===== src/rtl/if_fetch_pkg.sv =====
// -----------------------------------------------------------------------------
// if_fetch_pkg
// Shared core constants for the fetch stage:
//   NOP_INSTR        - instruction presented when no valid fetch is at the head
//   INSTR_BYTES      - byte stride between sequential instructions
//   DEFAULT_RESET_PC - default first fetch address after reset
// -----------------------------------------------------------------------------
package if_fetch_pkg;

  localparam logic [31:0] NOP_INSTR        = 32'h0000_0013;
  localparam int unsigned INSTR_BYTES      = 4;
  localparam logic [31:0] DEFAULT_RESET_PC = 32'h0000_0000;

endpackage


===== src/rtl/if_fetch_fifo.sv =====
// -----------------------------------------------------------------------------
// if_fetch_fifo
// Synchronous FIFO with first-word fall-through head, flush, count, full and
// empty. Used for the PC tracking queue and the instruction output buffer.
//   clk, rst   - clock, synchronous active-high reset
//   flush      - empty the queue this cycle (push/pop ignored)
//   push/data  - enqueue when not full, or when full and popping together
//   pop        - dequeue head when not empty
//   head_data  - current head entry (valid only when !empty)
//   count      - number of stored entries (0..DEPTH)
//   full/empty - occupancy flags
// DEPTH must be a power of two, at least 2.
// -----------------------------------------------------------------------------
module if_fetch_fifo #(
  parameter int WIDTH = 32,
  parameter int DEPTH = 4
) (
  input  logic                   clk,
  input  logic                   rst,
  input  logic                   flush,
  input  logic                   push,
  input  logic [WIDTH-1:0]       push_data,
  input  logic                   pop,
  output logic [WIDTH-1:0]       head_data,
  output logic [$clog2(DEPTH):0] count,
  output logic                   full,
  output logic                   empty
);

  localparam int          AW      = $clog2(DEPTH);
  localparam logic [AW:0] PTR_ONE = (AW+1)'(1);
  localparam logic [AW:0] PTR_ZERO = {(AW+1){1'b0}};
  localparam logic [AW:0] DEPTH_C = (AW+1)'(DEPTH);

  logic [WIDTH-1:0] mem_r [DEPTH];
  logic [AW:0]      wr_ptr_r;
  logic [AW:0]      rd_ptr_r;
  logic             push_en_s;
  logic             pop_en_s;

  // Pointers carry one extra wrap bit so full and empty are distinguishable.
  assign count     = wr_ptr_r - rd_ptr_r;
  assign empty     = (count == PTR_ZERO);
  assign full      = (count == DEPTH_C);
  assign pop_en_s  = pop && !empty && !flush;
  assign push_en_s = push && !flush && (!full || pop_en_s);
  assign head_data = mem_r[rd_ptr_r[AW-1:0]];

  // Pointer update; reset and flush both empty the queue
  always_ff @(posedge clk) begin
    if (rst || flush) begin
      wr_ptr_r <= PTR_ZERO;
      rd_ptr_r <= PTR_ZERO;
    end else begin
      if (push_en_s) begin
        wr_ptr_r <= wr_ptr_r + PTR_ONE;
      end
      if (pop_en_s) begin
        rd_ptr_r <= rd_ptr_r + PTR_ONE;
      end
    end
  end

  // Storage write; contents need no reset because the pointers qualify them
  always_ff @(posedge clk) begin
    if (push_en_s) begin
      mem_r[wr_ptr_r[AW-1:0]] <= push_data;
    end
  end

endmodule


===== src/rtl/if_fetch.sv =====
// -----------------------------------------------------------------------------
// if_fetch
// Instruction fetch stage. Owns the fetch PC, issues word-aligned requests on a
// valid/ready channel, tracks the PC of every accepted request, buffers the
// in-order responses with their PC and presents them fall-through to IF/ID.
//   clk, rst                    - clock, synchronous active-high reset
//   redirect_valid/redirect_pc  - load new fetch PC, flush buffered/in-flight
//   imem_req_valid/ready/addr   - request channel (addr is fetch PC)
//   imem_rsp_valid/data         - in-order response, no backpressure
//   out_valid/out_ready         - head entry valid / IF/ID capture enable
//   out_pc/out_pcn/out_instr    - head PC, PC+4, instruction (NOP when idle)
// -----------------------------------------------------------------------------
module if_fetch
  import if_fetch_pkg::*;
#(
  parameter int                    DATA_WIDTH = 32,
  parameter logic [DATA_WIDTH-1:0] RESET_PC   = DATA_WIDTH'(DEFAULT_RESET_PC),
  parameter int                    FIFO_DEPTH = 4
) (
  input  logic                  clk,
  input  logic                  rst,
  input  logic                  redirect_valid,
  input  logic [DATA_WIDTH-1:0] redirect_pc,
  output logic                  imem_req_valid,
  input  logic                  imem_req_ready,
  output logic [DATA_WIDTH-1:0] imem_req_addr,
  input  logic                  imem_rsp_valid,
  input  logic [DATA_WIDTH-1:0] imem_rsp_data,
  output logic                  out_valid,
  input  logic                  out_ready,
  output logic [DATA_WIDTH-1:0] out_pc,
  output logic [DATA_WIDTH-1:0] out_pcn,
  output logic [DATA_WIDTH-1:0] out_instr
);

  localparam int                    CW       = $clog2(FIFO_DEPTH) + 1;
  localparam logic [DATA_WIDTH-1:0] PC_STEP  = DATA_WIDTH'(INSTR_BYTES);
  localparam logic [DATA_WIDTH-1:0] NOP_C    = DATA_WIDTH'(NOP_INSTR);
  localparam logic [DATA_WIDTH-1:0] PC_ZERO  = {DATA_WIDTH{1'b0}};
  localparam logic [CW-1:0]         CNT_ZERO = {CW{1'b0}};
  localparam logic [CW-1:0]         CNT_ONE  = CW'(1);
  localparam logic [CW:0]           DEPTH_C  = (CW+1)'(FIFO_DEPTH);

  logic [DATA_WIDTH-1:0]   fetch_pc_r;
  logic [CW-1:0]           outstanding_r;
  logic [CW-1:0]           drop_r;

  logic [DATA_WIDTH-1:0]   fetch_pc_nxt_s;
  logic [CW-1:0]           outstanding_nxt_s;
  logic [CW-1:0]           drop_nxt_s;

  logic                    accept_s;
  logic                    rsp_fire_s;
  logic                    drop_active_s;
  logic                    keep_rsp_s;
  logic [CW:0]             in_flight_s;
  logic                    head_valid_s;
  logic                    out_pop_s;

  logic [DATA_WIDTH-1:0]   pcq_head_s;
  logic [CW-1:0]           pcq_count_s;
  logic                    pcq_full_s;
  logic                    pcq_empty_s;
  logic [2*DATA_WIDTH-1:0] out_head_s;
  logic [CW-1:0]           out_count_s;
  logic                    out_full_s;
  logic                    out_empty_s;
  logic                    unused_ok_s;

  // Issue depends only on registered occupancy plus rst/redirect, so there is
  // no path from out_ready or the response channel. Counting dropped requests
  // in outstanding keeps out_fifo from ever overflowing.
  assign in_flight_s    = {1'b0, outstanding_r} + {1'b0, out_count_s};
  assign imem_req_valid = !rst && !redirect_valid && (in_flight_s < DEPTH_C);
  assign imem_req_addr  = fetch_pc_r;

  assign accept_s      = imem_req_valid && imem_req_ready;
  assign rsp_fire_s    = imem_rsp_valid && (outstanding_r != CNT_ZERO);
  assign drop_active_s = (drop_r != CNT_ZERO);
  assign keep_rsp_s    = rsp_fire_s && !redirect_valid && !drop_active_s;

  assign head_valid_s  = !rst && !redirect_valid && !out_empty_s;
  assign out_pop_s     = head_valid_s && out_ready;

  assign unused_ok_s   = ^{pcq_count_s, pcq_full_s, pcq_empty_s, out_full_s,
                           redirect_pc[1:0]};

  // Next fetch PC: redirect target (word aligned) wins over sequential advance
  always_comb begin
    fetch_pc_nxt_s = fetch_pc_r;
    if (redirect_valid) begin
      fetch_pc_nxt_s = {redirect_pc[DATA_WIDTH-1:2], 2'b00};
    end else if (accept_s) begin
      fetch_pc_nxt_s = fetch_pc_r + PC_STEP;
    end else begin
      fetch_pc_nxt_s = fetch_pc_r;
    end
  end

  // Outstanding count: accept and response in one cycle cancel out
  always_comb begin
    outstanding_nxt_s = outstanding_r;
    case ({accept_s, rsp_fire_s})
      2'b10:   outstanding_nxt_s = outstanding_r + CNT_ONE;
      2'b01:   outstanding_nxt_s = outstanding_r - CNT_ONE;
      default: outstanding_nxt_s = outstanding_r;
    endcase
  end

  // Drop count: a redirect marks everything still in flight as stale, minus
  // a response that lands (and is discarded) in the redirect cycle itself
  always_comb begin
    drop_nxt_s = drop_r;
    if (redirect_valid) begin
      if (rsp_fire_s) begin
        drop_nxt_s = outstanding_r - CNT_ONE;
      end else begin
        drop_nxt_s = outstanding_r;
      end
    end else if (rsp_fire_s && drop_active_s) begin
      drop_nxt_s = drop_r - CNT_ONE;
    end else begin
      drop_nxt_s = drop_r;
    end
  end

  // Architectural fetch state registers
  always_ff @(posedge clk) begin
    if (rst) begin
      fetch_pc_r    <= RESET_PC;
      outstanding_r <= CNT_ZERO;
      drop_r        <= CNT_ZERO;
    end else begin
      fetch_pc_r    <= fetch_pc_nxt_s;
      outstanding_r <= outstanding_nxt_s;
      drop_r        <= drop_nxt_s;
    end
  end

  // PC of every accepted request, popped by each response (stale ones too)
  if_fetch_fifo #(
    .WIDTH (DATA_WIDTH),
    .DEPTH (FIFO_DEPTH)
  ) pc_queue (
    .clk       (clk),
    .rst       (rst),
    .flush     (1'b0),
    .push      (accept_s),
    .push_data (fetch_pc_r),
    .pop       (rsp_fire_s),
    .head_data (pcq_head_s),
    .count     (pcq_count_s),
    .full      (pcq_full_s),
    .empty     (pcq_empty_s)
  );

  // {pc, instr} buffer feeding IF/ID
  if_fetch_fifo #(
    .WIDTH (2*DATA_WIDTH),
    .DEPTH (FIFO_DEPTH)
  ) out_fifo (
    .clk       (clk),
    .rst       (rst),
    .flush     (redirect_valid),
    .push      (keep_rsp_s),
    .push_data ({pcq_head_s, imem_rsp_data}),
    .pop       (out_pop_s),
    .head_data (out_head_s),
    .count     (out_count_s),
    .full      (out_full_s),
    .empty     (out_empty_s)
  );

  // Output presentation: head entry when valid, otherwise PC 0 and NOP
  always_comb begin
    out_valid = head_valid_s;
    if (head_valid_s) begin
      out_pc    = out_head_s[2*DATA_WIDTH-1:DATA_WIDTH];
      out_instr = out_head_s[DATA_WIDTH-1:0];
    end else begin
      out_pc    = PC_ZERO;
      out_instr = NOP_C;
    end
    out_pcn = out_pc + PC_STEP;
  end

endmodule


===== config.mk =====
export PLATFORM = sky130hd
export DESIGN_NAME = if_fetch
export DESIGN_NICKNAME = d
export VERILOG_FILES = /design/src/rtl/if_fetch_pkg.sv /design/src/rtl/if_fetch_fifo.sv /design/src/rtl/if_fetch.sv
export SDC_FILE = /design/constraint.sdc
export NUM_CORES = 1
export LEC_CHECK = 0
export BUFFER_PORTS_ARGS = -buffer_cell sky130_fd_sc_hd__buf_2
export CORE_UTILIZATION = 53
export CTS_CLUSTER_DIAMETER = 150
export DETAILED_ROUTE_END_ITERATION = 7
export MAX_ROUTING_LAYER = met4
export PLACE_DENSITY = 0.74
export SYNTH_ARGS = -nofsm -noshare
export SYNTH_HDL_FRONTEND = slang
export SYNTH_SLANG_ARGS = --single-unit

===== constraint.sdc =====
create_clock -name clk -period 6.47 [get_ports clk]
set_input_delay 1.294 -clock clk [delete_from_list [all_inputs] [get_ports clk]]
set_output_delay 1.294 -clock clk [all_outputs]
set_load 0.03 [all_outputs]

==> flow_metrics.env, run 1 <==
export IMPL_postSynthAreaPerCell_um2=16.8
export IMPL_clk_pin_slew_ns=0.06
export IMPL_cts_made_buffers=43
export IMPL_fin_crit_sh_pct=91.8
export IMPL_r2r_start="out_fifo.wr_ptr_r[0]"
export IMPL_wirelength_um=36500
export IMPL_cts_root_buf="clkbuf_16"
export IMPL_peakVddDrop_v=0.000171
export IMPL_syn_inst=1052
export IMPL_rsz0062_at_grt="false"
export IMPL_stdcell_area_um2=20500
export IMPL_synth_seq_area_share_pct=68.4
export IMPL_fin_skew_ns=0.0151
export IMPL_rrSetupSlack_ns=2.13
export IMPL_num_vias=10143
export IMPL_die_area_um2=34100
export IMPL_synth_async_reset_ratio_pct=0
export IMPL_clk_latency_ns=0.54
export IMPL_cts_tree="built"
export IMPL_grt_max_degree=64
export IMPL_netlist_area_um2=17700
export IMPL_grt_overflow=0
export IMPL_grt_pass1_vias=9920
export IMPL_worstReg2RegEnd="pc_queue.mem_r[2][5]"
export IMPL_synth_top_area_share_pct=62.6
export IMPL_area_growth_synth_to_final_pct=16.2
export IMPL_critPathLaunch="out_fifo.wr_ptr_r[0]"
export IMPL_synth_cell_types=68
export IMPL_wl_per_cell_um=21.1
export IMPL_crit_end="out_pcn[30]"
export IMPL_gp_congestion=0.890
export IMPL_slew_limit_headroom_pct=25.0
export IMPL_clock_path_buffers=3
export IMPL_synth_area_top_cells="edfxtp_1 (63%), mux4_2 (9.6%), dfxtp_1 (5.9%)"
export IMPL_num_nets_final=1349
export IMPL_gr_usage_met3_pct=3.89
export IMPL_reg2reg_depth=12
export IMPL_via_per_inst=5.86
export IMPL_drt_iter0_markers=924
export IMPL_cellPowerDensity_nw_per_um2=297
export IMPL_die_y_um=185
export IMPL_dpl_hpwl_um=22900
export IMPL_io_pins=200
export IMPL_synthFlopType="edfxtp_1"
export IMPL_grt_util_all_layers_pct=22.6
export IMPL_status="completed"
export IMPL_yosysTopAreaCell="edfxtp_1"
export IMPL_ys_warn_count=0
export IMPL_first_pass_iters=5
export IMPL_fmax_ghz=0.168
export IMPL_leakage_nw=7.19
export IMPL_synth_most_common_cell="edfxtp_1"
export IMPL_whs_ns=0.553
export IMPL_htreeDepth=2
export IMPL_path_class="flip-flop to output pin"
export IMPL_maxCapViolations=0
export IMPL_crit_path_max_fanout=12
export IMPL_fin_util_pct=62.8
export IMPL_die_w_um=185
export IMPL_placed_area_um2=19100
export IMPL_hold_path_class="flip-flop to flip-flop"
export IMPL_ys_top_cells_by_count="edfxtp_1 (368), mux4_2 (75), and2_1 (59), dfxtp_1 (52), nor2_1 (47)"
export IMPL_ant_nets=0
export IMPL_report_final_slew_viol_count=0
export IMPL_cts_resized=0
export IMPL_arrival_ns=4.65
export IMPL_antenna_found_initial=2
export IMPL_crit_path_end_kind="output pin"
export IMPL_start_util_pct=54.0
export IMPL_row_count=66
export IMPL_grt_pass1_wl_um=56200
export IMPL_ys_ff_latch=420
export IMPL_drc=0
export IMPL_finalSetupViolations=0
export IMPL_tightest_slew_ns=1.12
export IMPL_synth_edf_count=368
export IMPL_busiest_layer="met2"
export IMPL_cts_hold_fix_buffers=0
export IMPL_grtUsageMet2_pct=34.2
export IMPL_cts_sinks=420
export IMPL_fin_setup_tns_ns=0
export IMPL_start_kind="flip-flop"
export IMPL_crit_required_ns=5.18
export IMPL_core_um2=32700
export IMPL_final_min_clock_period_ns=5.94
export IMPL_drive_gt1_share_pct=28.4
export IMPL_use_met1_pct=32.1
export IMPL_finalHoldViolCount=0
export IMPL_cts_setup_buffers=0
export IMPL_port_buffers=191
## metrics by stage
stage                     setup WS [ns]  total power [mW]  cells
after floorplan                  0.0997              3.52   1057
after global placement             1.24              3.67   1652
after detailed placement           1.12              3.69   1652
after CTS                         0.544              6.13   1728
after global routing              0.203              6.30   1730
final                             0.529              6.09   1731
## sequential cells by signal, summed over array words and instances (netlist names), named ones only
signal             count
drop_r                 3
imem_req_addr         30
out_fifo.mem_r       248
out_fifo.rd_ptr_r      3
out_fifo.wr_ptr_r      3
outstanding_r          3
pc_queue.mem_r       120
pc_queue.rd_ptr_r      3
pc_queue.wr_ptr_r      3
## where the power goes
group          leakage, nW  internal, mW  switching [mW]
clock network        0.672          1.50           0.956
registers             3.77          3.06          0.0648
logic                 2.75         0.197           0.323
## final cells by class
cell class / count / area (µm²)
inverter: 29 / 109
clock inverter: 14 / 234
multi-input combinational: 551 / 5220
antenna: 3 / 7.51
tap: 442 / 553
timing repair buffer: 210 / 1140
sequential: 420 / 12100
clock buffer: 62 / 1170
fill: 2355 / 12200
## cells in the final DEF (no fill, tap or decap), drive strengths merged, types with 8 or more instances in the layout
cell and count:
edfxtp 368, xor2 18, a21oi 19, nor3 9, a211oi 10, dfxtp 52, inv 29, nand4 16
xnor2 28, o21ai 24, nand2 43, ha 23, nor2 48, clkbuf 62, nand3 25, and2 59
nand2b 9, and3 14, mux2i 8, a31oi 21, or3 12, mux4 92, or4 10, buf 210
## kinds of logic after synthesis
logic type / synth area share, %
compound gates: 4.19
xor+xnor: 2.41
fa+ha+maj: 1.74
buf+inv: 2.34
flops: 68.4
mux: 12.5
other cells: 0.0212
simple gates: 8.32
## per-layer routing
layer  vias to the layer above  part of all wire, %  wire length [µm]
li1                       4564                    -                 -
met1                      4983                   43             15800
met2                       535                   46             16700
met3                        61                  9.1              3330
met4                         0                  1.8               653
met5                         -                    0                 0
## critical path, stage by stage (launching register included)
cell      delay [ns]
dfxtp_1         0.35
inv_1           0.12
ha_1            0.16
inv_1           0.05
fa_1            0.54
nand2b_1        0.47
o21ai_1         0.18
buf_4           0.20
inv_2           0.07
and2_1          0.16
ha_1            0.22
nand2_1         0.07
o22ai_1         0.40
nand4_1         0.32
nor4_4          0.39
xor2_1          0.18
buf_2           0.22
## worst min-delay path by stage
stage / from / endpoint / slack (ns) / cells past startpoint
after floorplan: out_fifo.wr_ptr_r[2] / out_fifo.wr_ptr_r[2] / 0.49 / 2
after global placement: out_fifo.wr_ptr_r[2] / out_fifo.wr_ptr_r[2] / 0.50 / 2
after detailed placement: out_fifo.wr_ptr_r[2] / out_fifo.wr_ptr_r[2] / 0.53 / 2
after CTS: out_fifo.wr_ptr_r[2] / out_fifo.wr_ptr_r[2] / 0.55 / 2
after global routing: pc_queue.rd_ptr_r[1] / flip-flop / 0.58 / 2
final: pc_queue.rd_ptr_r[1] / flip-flop / 0.55 / 2
Note: power is estimated with default switching activity, not from simulation.
==> inputs of run 2 (changes only) <==
--- a/config.mk
+++ b/config.mk
@@ -5,10 +5,12 @@
 export SDC_FILE = /design/constraint.sdc
 export NUM_CORES = 1
 export LEC_CHECK = 0
-export BUFFER_PORTS_ARGS = -buffer_cell sky130_fd_sc_hd__buf_2
-export CORE_UTILIZATION = 53
+export ABC_AREA = 1
+export ABC_CLOCK_PERIOD_IN_PS = 6470
+export CORE_UTILIZATION = 58
 export CTS_CLUSTER_DIAMETER = 150
 export DETAILED_ROUTE_END_ITERATION = 7
+export DONT_BUFFER_PORTS = 1
 export MAX_ROUTING_LAYER = met4
 export PLACE_DENSITY = 0.74
 export SYNTH_ARGS = -nofsm -noshare
==> run 2 against run 1 <==
Count of clock-buffer cells in the layout is 5 lower. Design area hardly changed. Critical endpoint is now out_pcn[24]. Sequential share of layout area hardly changed. Largest power group unchanged. Power is 9.8% higher. Highest routed layer unchanged. First-iteration DRC count is 26% higher. Hold slack worse by 0.064 ns.
==> flow_metrics.env, run 2 <==
export IMPL_synth_top_area_share_pct=58.5
export IMPL_start_kind="flip-flop"
export IMPL_grt_pass1_wl_um=64100
export IMPL_via_per_inst=5.52
export IMPL_port_buffers=0
export IMPL_start_util_pct=59.4
export IMPL_area_growth_synth_to_final_pct=8.77
export IMPL_fill_cells=2417
export IMPL_p_comb_share_pct=15.8
export IMPL_ys_top_cells_by_count="edfxtp_1 (368), nand2_1 (328), nor2_1 (305), inv_1 (185), o21ai_0 (169)"
export IMPL_grt_util_all_layers_pct=25.5
export IMPL_core_um2=31800
export IMPL_ys_ff_latch=420
export IMPL_fin_crit_sh_pct=91.5
export IMPL_num_nets_final=1936
export IMPL_row_count=65
export IMPL_clk_pin_slew_ns=0.06
export IMPL_finalSetupViolations=0
export IMPL_synth_async_reset_ratio_pct=0
export IMPL_cts_sinks=420
export IMPL_cp_depth=18
export IMPL_grt_overflow=0
export IMPL_dpl_hpwl_um=25500
export IMPL_postSynthAreaPerCell_um2=10.2
export IMPL_pwr_share_seq_pct=50.3
export IMPL_cellPowerDensity_nw_per_um2=326
export IMPL_hold_path_class="flip-flop to flip-flop"
export IMPL_internal_power_mw=4.82
export IMPL_first_pass_iters=8
export IMPL_drive_gt1_share_pct=8.28
export IMPL_tightest_slew_ns=0.964
export IMPL_leakage_nw=7.77
export IMPL_power_switching_mw=1.87
export IMPL_largest_register_ffs=248
export IMPL_gp_congestion=0.929
export IMPL_report_final_slew_viol_count=0
export IMPL_path_buf_inv=6
export IMPL_wirelength_um=40900
export IMPL_netlist_area_um2=18900
export IMPL_cts_setup_buffers=0
export IMPL_drt_iter0_markers=1162
export IMPL_fmax_ghz=0.169
export IMPL_switching_share_pct=27.9
export IMPL_antenna_found_initial=1
export IMPL_crit_top_cell="inv_1"
export IMPL_yosysTopAreaCell="edfxtp_1"
export IMPL_whs_ns=0.489
export IMPL_cts_resized=0
export IMPL_die_area_um2=33300
export IMPL_status="completed"
export IMPL_drc=0
export IMPL_synthFlopType="edfxtp_1"
export IMPL_cts_tree="built"
export IMPL_crit_required_ns=5.18
export IMPL_die_y_um=182
export IMPL_fin_setup_tns_ns=0
export IMPL_fin_skew_ns=0.0217
export IMPL_max_stage_delay_ns=0.56
export IMPL_slew_limit_headroom_pct=35.7
export IMPL_crit_path_max_fanout=36
export IMPL_grt_pass1_vias=11999
export IMPL_final_min_clock_period_ns=5.92
export IMPL_synth_area_top_cells="edfxtp_1 (59%), nand2_1 (6.5%), nor2_1 (6.1%)"
export IMPL_crit_chain="inv_1 -> ha_1 -> inv_1 -> fa_1 -> nor2_1 -> nand3_4 -> nand2_4 -> inv_2 -> nand2_2 -> inv_1 -> ha_1 -> inv_1 -> nor2_4 -> nand2_2 -> inv_1 -> nand2_1 -> nand2_1 -> nand2_1"
export IMPL_synth_edf_count=368
export IMPL_crit_path_end_kind="output pin"
export IMPL_rsz0062_at_grt="false"
export IMPL_peakVddDrop_v=0.000188
export IMPL_finalHoldViolCount=0
export IMPL_final_common_cell="edfxtp_1"
export IMPL_syn_inst=1854
export IMPL_fin_util_pct=64.6
export IMPL_slowest_stage="nand2_4"
export IMPL_num_vias=12754
export IMPL_clockPowerShare_pct=33.9
export IMPL_cts_hold_fix_buffers=0
export IMPL_maxCapViolations=0
export IMPL_ant_nets=0
export IMPL_synth_most_common_cell="edfxtp_1"
export IMPL_grt_max_degree=78
export IMPL_synth_cell_types=43
export IMPL_reg2reg_depth=17
export IMPL_clock_path_buffers=3
export IMPL_cts_made_buffers=42
export IMPL_htreeDepth=2
export IMPL_ys_warn_count=0
export IMPL_die_w_um=182
export IMPL_arrival_ns=4.63
export IMPL_final_cell_mix="edfxtp_1 (368), nand2_1 (328), nor2_1 (298)"
export IMPL_io_pins=200
export IMPL_clk_latency_ns=0.55
export IMPL_path_class="flip-flop to output pin"
export IMPL_crit_family="simple AND/OR/NAND/NOR gates"
export IMPL_cts_root_buf="clkbuf_16"
export IMPL_worstHoldPathCells=1
export IMPL_synth_seq_area_share_pct=64.0
export IMPL_wl_per_cell_um=17.7
-- run 2: changes by cell type after synthesis, moves of 15 or more --
cell	previous run	this run
o21ai_0	23	169
a21oi_1	19	62
inv_1	27	185
buf_2	7	22
nand3_1	24	75
nor2_1	47	305
o22ai_1	1	31
xor2_1	18	37
mux4_1	17	0
xnor2_1	28	5
and2_1	59	0
nand2_1	42	328
mux4_2	75	0
-- run 2: final cells by class --
cell class              count  area [µm²]  share of cell area (%)
clock buffers              57        1150                    5.59
clock inverters            18         159                   0.774
inverters                 195         734                    3.58
diodes                      1        2.50                  0.0122
well taps                 435         544                    2.65
flip-flops and latches    420       12100                    58.9
repair buffers             26         195                   0.950
multi-input cells        1157        5660                    27.5
-- run 2: power groups by stage --
stage          registers (mW)  logic (mW)  clock network, mW
2_1_floorplan            3.40       0.745                  0
3_3_place_gp             3.42       0.996                  0
3_5_place_dp             3.42        1.04                  0
4_1_cts                  3.36        1.05               2.29
5_1_grt                  3.38        1.17               2.40
6_report                 3.37        1.06               2.27
-- run 2: metrics by stage --
step | power [mW] | instances | area, µm² | worst slack, ns
final | 6.69 | 2309 | 20500 | 0.550
after global routing | 6.96 | 2309 | 20500 | 0.253
after CTS | 6.70 | 2308 | 20500 | 0.546
after detailed placement | 4.46 | 2233 | 19200 | 1.12
after global placement | 4.41 | 2233 | 19200 | 1.22
after floorplan | 4.14 | 1859 | 18900 | 1.25
-- run 2: cells by family (layout without fill, tap and decap cells) --
kind of cell	Yosys count	count (layout)	share of synthesized area, %
compound gates	283	283	7.97
xor+xnor	42	42	1.95
fa+ha+maj	24	24	1.63
buf+inv	282	296	6.30
flops	420	420	64.0
simple gates	802	802	18.1
other cells	1	7	0.0199
-- run 2: worst paths after layout --
check                                     startpoint                     to  slack (ns)
worst max register to register  out_fifo.wr_ptr_r[0]  out_fifo.mem_r[1][35]        1.90
worst min register to register  pc_queue.wr_ptr_r[2]   pc_queue.wr_ptr_r[2]        0.49
worst max-delay path            out_fifo.wr_ptr_r[0]            out_pcn[24]        0.55
worst min-delay path            pc_queue.wr_ptr_r[2]   pc_queue.wr_ptr_r[2]        0.49
-- run 2: per-layer routing --
layer	global-route usage [%]	part of all wire (%)
met1	34.0	43
met2	41.0	47
met3	4.65	7.9
met4	6.18	1.6
met5	-	0
==> inputs of run 3 (changes only) <==
--- a/config.mk
+++ b/config.mk
@@ -7,6 +7,7 @@
 export LEC_CHECK = 0
 export ABC_AREA = 1
 export ABC_CLOCK_PERIOD_IN_PS = 6470
+export CORE_ASPECT_RATIO = 0.6
 export CORE_UTILIZATION = 58
 export CTS_CLUSTER_DIAMETER = 150
 export DETAILED_ROUTE_END_ITERATION = 7
==> run 3 against run 2 <==
Non-clock buffer count grew 6. Clock power down 2%. Clock skew grew 0.014 ns. Hold slack improved by 0.018 ns. Critical path type unchanged. Critical endpoint unchanged.
==> flow_metrics.env, run 3 (same netlist as run 2, synthesis figures left out) <==
export IMPL_fin_skew_ns=0.0352
export IMPL_port_buffers=0
export IMPL_cts_resized=0
export IMPL_grt_max_degree=71
export IMPL_peakVddDrop_v=0.000221
export IMPL_cts_tree="built"
export IMPL_cts_made_buffers=39
export IMPL_cts_setup_buffers=0
export IMPL_hold_path_class="flip-flop to flip-flop"
export IMPL_start_kind="flip-flop"
export IMPL_fin_util_pct=64.8
export IMPL_crit_required_ns=5.18
export IMPL_wl_per_cell_um=19.4
export IMPL_gp_congestion=0.954
export IMPL_worstReg2RegEnd="out_fifo.mem_r[1][47]"
export IMPL_crit_top_cell="inv_1"
export IMPL_cellPowerDensity_nw_per_um2=324
export IMPL_rrSetupSlack_ns=1.92
export IMPL_tightest_slew_ns=1.05
export IMPL_path_class="flip-flop to output pin"
export IMPL_cts_sinks=420
export IMPL_grt_overflow=0
export IMPL_largest_register_ffs=248
export IMPL_die_y_um=142
export IMPL_antenna_cells=0
export IMPL_wirelength_um=44500
export IMPL_placed_area_um2=19200
export IMPL_clk_latency_ns=0.56
export IMPL_start_util_pct=59.8
export IMPL_fmax_ghz=0.177
export IMPL_whs_ns=0.507
export IMPL_grt_pass1_wl_um=69100
export IMPL_die_w_um=235
export IMPL_finalSetupViolations=0
export IMPL_final_cell_mix="edfxtp_1 (368), nand2_1 (328), nor2_1 (298)"
export IMPL_core_um2=31600
export IMPL_crit_chain="inv_1 -> ha_1 -> inv_1 -> fa_1 -> nor2_1 -> nand3_4 -> nand2_4 -> inv_2 -> nand2_2 -> inv_1 -> ha_1 -> inv_1 -> nor2_4 -> nand2_2 -> inv_1 -> nand2_1 -> nand2_1 -> nand2_1"
export IMPL_maxCapViolations=0
export IMPL_whs_endpoint="pc_queue.wr_ptr_r[2]"
export IMPL_dpl_hpwl_um=28300
export IMPL_final_common_cell="edfxtp_1"
export IMPL_finalWorstSetupSlack_ns=0.827
export IMPL_grt_util_all_layers_pct=27.6
export IMPL_drc=0
export IMPL_report_final_slew_viol_count=0
export IMPL_crit_path_end_kind="output pin"
export IMPL_num_nets_final=1939
export IMPL_crit_family="simple AND/OR/NAND/NOR gates"
export IMPL_ant_nets=0
export IMPL_die_area_um2=33300
export IMPL_clk_pin_slew_ns=0.06
export IMPL_slew_limit_headroom_pct=29.7
export IMPL_crit_path_max_fanout=33
export IMPL_stdcell_area_um2=20500
export IMPL_r2r_start="out_fifo.wr_ptr_r[0]"
export IMPL_htreeDepth=2
export IMPL_max_stage_delay_ns=0.45
export IMPL_fin_crit_sh_pct=87.2
export IMPL_rsz0062_at_grt="false"
export IMPL_finalHoldViolCount=0
export IMPL_grt_pass1_vias=12565
export IMPL_drt_iter0_markers=1291
export IMPL_clock_path_buffers=3
export IMPL_cts_root_buf="clkbuf_16"
export IMPL_cts_hold_fix_buffers=0
export IMPL_first_pass_iters=6
export IMPL_status="completed"
export IMPL_num_vias=13083
export IMPL_row_count=50
export IMPL_stdcell_count=2291
export IMPL_slowest_stage="fa_1"
export IMPL_arrival_ns=4.35
export IMPL_antenna_found_initial=0
export IMPL_fin_setup_tns_ns=0
export IMPL_place_inst=2220
export IMPL_via_per_inst=5.71
export IMPL_leakage_nw=7.76
export IMPL_io_pins=200
export IMPL_area_growth_synth_to_final_pct=8.41
export IMPL_drive_gt1_share_pct=8.43
export IMPL_reg2reg_depth=14
export IMPL_worstHoldPathCells=1
export IMPL_min_from="pc_queue.wr_ptr_r[2]"
export IMPL_path_buf_inv=6
export IMPL_dpl_worst_slack_ns=1.35
export IMPL_final_min_clock_period_ns=5.64
export IMPL_p_total_mw=6.63
[run 3: cell types whose count changed in the layout (fill, tap and decap cells not counted), sizes merged]
cell / delta
clkinv: -6
diode: -1
clkinvlp: +1
clkbuf: +1
buf: +6
[run 3: how the worst max path moves through the flow]
stage / startpoint / end / slack, ns / cells after the start
2_1_floorplan: redirect_valid / out_fifo.mem_r[0][0] / 1.25 / 9
3_3_place_gp: rst / out_pcn[16] / 1.40 / 12
3_5_place_dp: rst / out_pcn[16] / 1.35 / 12
4_1_cts: out_fifo.wr_ptr_r[0] / out_pcn[24] / 0.88 / 18
5_1_grt: out_fifo.wr_ptr_r[0] / out_pcn[24] / 0.64 / 18
6_report: out_fifo.wr_ptr_r[0] / out_pcn[24] / 0.83 / 18
[run 3: report_power, final]
group	internal [mW]	switching, mW	leakage [nW]	total, mW
sequential	3.26	0.104	3.77	3.37
clock	1.25	0.970	0.596	2.22
combinational	0.264	0.780	3.39	1.04
total	4.78	1.85	7.76	6.63
[run 3: per-layer routing]
layer	global-route usage (%)	share of wire, %	wire length (µm)
met3	6.73	9.0	4030
met2	41.6	46	20300
met4	6.54	1.7	759
met5	-	0	0
met1	38.0	44	19400
[run 3: worst register-to-register path, cell delays in order (launching register included)]
cell and delay (ns):
dfxtp_1 0.34, inv_1 0.13, ha_1 0.16, inv_1 0.04
fa_1 0.53, nor2_1 0.11, nand3_4 0.36, nand2_4 0.14
inv_2 0.10, buf_4 0.36, nand2_2 0.17, nand3_1 0.13
nand2_1 0.30, nor2_4 0.87, buf_4 0.48
[run 3: layout make-up]
cell class,instances,area (µm²)
sequential,420,12100
timing repair buffer,32,240
inverter,195,734
tap,416,520
multi-input combinational,1157,5660
clock inverter,13,91.3
clock buffer,58,1130
fill,2397,11100
